$ cat config.mk
export PLATFORM = sky130hd
export DESIGN_NAME = gray_decoder_seq
export DESIGN_NICKNAME = d
export VERILOG_FILES = /design/src/rtl/gray_dec_pkg.sv /design/src/rtl/gray_decoder_seq.sv
export SDC_FILE = /design/constraint.sdc
export NUM_CORES = 1
export LEC_CHECK = 0
export CAP_MARGIN = 20
export CORE_MARGIN = 5
export CORE_UTILIZATION = 44
export DETAILED_ROUTE_END_ITERATION = 6
export PLACE_DENSITY = 0.74
export SKIP_CTS_REPAIR_TIMING = 1
export SLEW_MARGIN = 20
export SYNTH_ARGS = -nofsm -noshare
export SYNTH_HDL_FRONTEND = slang
export SYNTH_SLANG_ARGS = --single-unit
$ cat constraint.sdc
create_clock -name clk -period 1.27 [get_ports clk]
set_input_delay 0.254 -clock clk [delete_from_list [all_inputs] [get_ports clk]]
set_output_delay 0.254 -clock clk [all_outputs]
set_load 0.05 [all_outputs]
$ cat src/rtl/gray_dec_pkg.sv
// Shared definitions for the sequential Gray-to-binary decoder: FSM states,
// default width and the parity helper used by the optional parity output.
package gray_dec_pkg;

   localparam int GRAY_DEC_WIDTH_DEFAULT = 8;
   localparam int GRAY_DEC_WIDTH_MAX     = 32;

   typedef enum logic [1:0] {
      IDLE  = 2'd0,
      SHIFT = 2'd1,
      DONE  = 2'd2
   } gray_dec_state_e;

   // Even-parity reduction; narrower words are zero-extended by the caller.
   function automatic logic gray_dec_parity(input logic [GRAY_DEC_WIDTH_MAX-1:0] word);
      return ^word;
   endfunction

endpackage

$ cat src/rtl/gray_decoder_seq.sv
// Bit-serial Gray-to-binary decoder: one output bit per cycle, MSB first,
// with a valid/ready handshake on both sides. Optional GRAY_DEC_PARITY_EN adds out_parity.
module gray_decoder_seq
   import gray_dec_pkg::*;
#(
   parameter int WIDTH = GRAY_DEC_WIDTH_DEFAULT
) (
   input  logic             clk,
   input  logic             rst_n,
   input  logic             in_valid,
   output logic             in_ready,
   input  logic [WIDTH-1:0] x,
   output logic             out_valid,
   input  logic             out_ready,
   output logic [WIDTH-1:0] y,
`ifdef GRAY_DEC_PARITY_EN
   output logic             out_parity,
`endif
   output logic             busy
);

   localparam int               IDX_W   = $clog2(WIDTH);
   localparam logic [IDX_W-1:0] IDX_TOP = IDX_W'(WIDTH - 2);
   localparam logic [IDX_W-1:0] IDX_ONE = IDX_W'(1);
   localparam logic [IDX_W-1:0] IDX_ZERO = {IDX_W{1'b0}};

   gray_dec_state_e  state_r;
   gray_dec_state_e  state_s;
   logic [IDX_W-1:0] idx_r;
   logic [IDX_W-1:0] idx_s;
   logic [WIDTH-1:0] xreg_r;
   logic [WIDTH-1:0] xreg_s;
   logic [WIDTH-1:0] y_r;
   logic [WIDTH-1:0] y_s;
   logic [WIDTH-1:0] y_shift_s;
   logic             in_ready_r;
   logic             out_valid_r;
   logic             busy_r;

   // One decode step: bit idx takes the XOR of the bit above it and the captured Gray bit.
   always_comb begin
      y_shift_s = y_r;
      for (int i = 0; i < WIDTH; i++) begin
         if (i == WIDTH - 1) begin
            // The MSB is never recomputed; it always mirrors the captured Gray MSB.
            y_shift_s[i] = xreg_r[i];
         end else if (idx_r == IDX_W'(i)) begin
            y_shift_s[i] = y_r[i+1] ^ xreg_r[i];
         end else begin
            y_shift_s[i] = y_r[i];
         end
      end
   end

   // Next-state, index and datapath selection for the IDLE/SHIFT/DONE controller.
   always_comb begin
      state_s = state_r;
      idx_s   = idx_r;
      xreg_s  = xreg_r;
      y_s     = y_r;
      case (state_r)
         IDLE: begin
            if (in_valid) begin
               xreg_s  = x;
               y_s     = {x[WIDTH-1], {(WIDTH-1){1'b0}}};
               idx_s   = IDX_TOP;
               state_s = SHIFT;
            end else begin
               state_s = IDLE;
            end
         end
         SHIFT: begin
            y_s = y_shift_s;
            if (idx_r == IDX_ZERO) begin
               // Index saturates at zero; the controller leaves SHIFT instead of wrapping.
               idx_s   = IDX_ZERO;
               state_s = DONE;
            end else begin
               idx_s   = idx_r - IDX_ONE;
               state_s = SHIFT;
            end
         end
         DONE: begin
            if (out_ready) begin
               state_s = IDLE;
            end else begin
               state_s = DONE;
            end
         end
         default: begin
            state_s = IDLE;
            idx_s   = IDX_ZERO;
         end
      endcase
   end

   // Controller state, captured word, index and decoded result.
   always_ff @(posedge clk or negedge rst_n) begin
      if (!rst_n) begin
         state_r <= IDLE;
         idx_r   <= IDX_ZERO;
         xreg_r  <= {WIDTH{1'b0}};
         y_r     <= {WIDTH{1'b0}};
      end else begin
         state_r <= state_s;
         idx_r   <= idx_s;
         xreg_r  <= xreg_s;
         y_r     <= y_s;
      end
   end

   // Handshake and status flags, registered from the next state so they track state_r exactly.
   always_ff @(posedge clk or negedge rst_n) begin
      if (!rst_n) begin
         in_ready_r  <= 1'b1;
         out_valid_r <= 1'b0;
         busy_r      <= 1'b0;
      end else begin
         in_ready_r  <= (state_s == IDLE);
         out_valid_r <= (state_s == DONE);
         busy_r      <= (state_s != IDLE);
      end
   end

`ifdef GRAY_DEC_PARITY_EN
   logic out_parity_r;

   // Parity of the finished word, captured on the edge that enters DONE.
   always_ff @(posedge clk or negedge rst_n) begin
      if (!rst_n) begin
         out_parity_r <= 1'b0;
      end else if ((state_r == SHIFT) && (state_s == DONE)) begin
         out_parity_r <= gray_dec_parity(GRAY_DEC_WIDTH_MAX'(y_shift_s));
      end else begin
         out_parity_r <= out_parity_r;
      end
   end

   assign out_parity = out_parity_r;
`endif

   assign in_ready  = in_ready_r;
   assign out_valid = out_valid_r;
   assign busy      = busy_r;
   assign y         = y_r;

endmodule

==> metrics, run 1 <==
Synth Instances=96; CTS Buf Count=3; RSZ-0062 raised after global routing=yes; DR WL/cell=14.8 um; number of H-tree levels=1; Slew @ Worst Pin=340 ps; FP Rows=18; relative slew slack=77.3%; Post-Syn Nets=approximately 110; via count=816; Setup Crit Path Kind=reg2reg; DRC=0; first-pass GRT wire length=3.97 mm; Worst setup SP type=flop; Final Cycle Share=105%; endpoints failing setup=13; fin nets=between 100 and 150; IO buf count=22; fmax=~750 MHz; clk buf depth=2; CP max stage delay=400 ps; Die Y=a little over 60 um; Final Hold Viols=0; failing checks=negative setup slack; Power, Total=4.09 mW; Routed WL=around 2.3 mm; I/O pin count=23; initial antenna violation count=0; ANT nets after route=0; Root Buffer=clkbuf_4; Seq/Total Area, Yosys=53.9%; critical path's top delay family=flip-flops; CTS sink cnt=24; Power per Cell Area=2580 nW/um2; CTS tree=yes; highest-count cells in the layout ignoring fill and taps=dfrtp_1 (23), nand2_1 (14), buf_12 (12); HP Class=in2async; Critical Path RT=1490 ps; core footprint=2450 um2; largest net degree at the start of global routing=25; reg2reg setup slack=-60 ps; GR Overflow Total=0; Synth Cell Area=1120 um2; Reg clk slew, reported paths=between 100 and 150 ps; Yosys reg bits=24; CP max stage cell=dfrtp_1; crit end category=flop; Cells after DPL=151; initial detailed-routing violation count=12; critical path fanouts, max=10; Die Area=3640 um2; Crit Reg-Reg Endpoint=xreg_r[6]; Critical path origin=state_r[1]; Vias/cell=5.23; Slew Limit Fails=0; worst path cell trace=or3b_1 > buf_6 > mux2_4; setup slack after layout=-65.0 ps; Netlist cell types=31; FF-to-FF Start=state_r[1]; Area Overhead vs Synth=42.0%; total track usage=between 10 and 15%; fin cells=156; GPL Wtd Cong=0.832; status=complete, but fails checks; most common cell after layout, fill and taps aside=dfrtp_1; antenna fix cells=0; Max Cap Viol=0; Clock Skew=about 12 ps; CP Data Arrival Time=1550 ps; Worst Path Buf+Inv=1; R2R depth=3; Final Instance Area=1590 um2; DP HPWL=1.70 mm; Initial Util=45.5%; Leak=between 0.7 and 0.8 nW; worst vdd ir=approximately 0.0019 V; DRT Pass-1 Iters=4; chip width=a little over 60 um; yosys warns=0; ratio of cells with drive above 1 in the final layout=27.8%; Cell Area, Placed=1530 um2; Avg Inst Size Synth=between 10 and 15 um2; Clk Latency, worst-skew pair=310 ps; number of global-route vias before repair=around 850; min Tclk post-route=around 1300 ps
[worst max path at each step]
stage	slack [ps]	endpoint	cells after the start
after floorplan	-130	xreg_r[2]	4
after global placement	-460	xreg_r[6]	4
after detailed placement	-470	xreg_r[2]	4
after CTS	-120	xreg_r[5]	4
after global routing	-110	y[2]	5
final	-60	xreg_r[6]	3
[sequential cells by signal, summed over array words and instances (netlist names)]
signal	count
state_r	2
out_valid	1
idx_r	3
in_ready	1
xreg_r	8
busy	1
y	8
[cell type report]
cell class              instances  area, um2
clock buffers                   4       26.3
multi-input cells              66        495
fillers                       197        870
flip-flops and latches         24        602
well taps                      30       37.5
repair buffers                 32        424
[Yosys cell counts]
master,count,area (um2)
nand3_1,2,10.0
nand2b_1,1,6.26
buf_6,1,11.3
mux2_4,5,75.1
and2_1,1,6.26
xor2_1,1,8.76
nor3b_1,1,7.51
a22oi_1,1,7.51
a21boi_0,1,7.51
nor3_1,1,5.00
nand4b_1,2,17.5
a21oi_1,1,5.00
o22ai_1,2,12.5
dfstp_2,1,26.3
dfrtp_1,23,576
xnor2_1,6,52.6
a21o_1,1,7.51
nand2_1,14,52.6
mux2i_1,5,50.1
mux2_2,3,33.8
o211ai_1,1,7.51
nor2_1,3,11.3
buf_2,1,5.00
o21bai_1,1,7.51
nand4bb_1,1,11.3
nand3b_1,3,22.5
nor2b_1,4,25.0
o311ai_0,1,8.76
clkbuf_1,4,15.0
o21ai_0,3,15.0
or3b_1,1,8.76
[cell families after synthesis]
logic type / share of synthesized area, %
AOI/OAI and AO/OA: 7.06
xor gates and xnor gates: 5.49
buffers and inverters: 2.80
DFF: 53.9
muxes: 14.2
and+or+nand+nor: 16.5
[report_power, final]
group | internal, mW | total [mW] | leakage [nW] | switching, mW
clock network | 0.123 | 0.344 | 0.0150 | 0.221
logic | 1.22 | 2.29 | 0.421 | 1.06
registers | 1.11 | 1.45 | 0.296 | 0.346
[per-stage QoR]
stage	worst slack, ps	hold WS, ps	setup TNS [ps]	utilization (%)
finish	-65.0	271	-661	64.6
global route	-105	274	-1230	64.6
CTS	-119	274	-1200	63.5
detailed placement	-468	501	-5890	62.4
global placement	-459	490	-5630	62.4
floorplan	-133	-41.6	-665	-
[metal layers]
| layer | part of all wire (%) | global-route usage, % | vias to the layer above |
|---|---|---|---|
| li1 | - | - | 389 |
| met1 | 40 | 17.5 | 408 |
| met2 | 56 | 25.3 | 15 |
| met3 | 2.5 | 2.77 | 4 |
| met4 | 1.6 | 5.70 | 0 |
| met5 | 0 | 0 | - |
(Power assumes the default switching activity.)
==> run 2, diff against run 1 <==
CTS_CLUSTER_SIZE = 24   (was default)
==> results of run 2 <==
The final DEF is identical to that of run 1; final timing and power are the same.
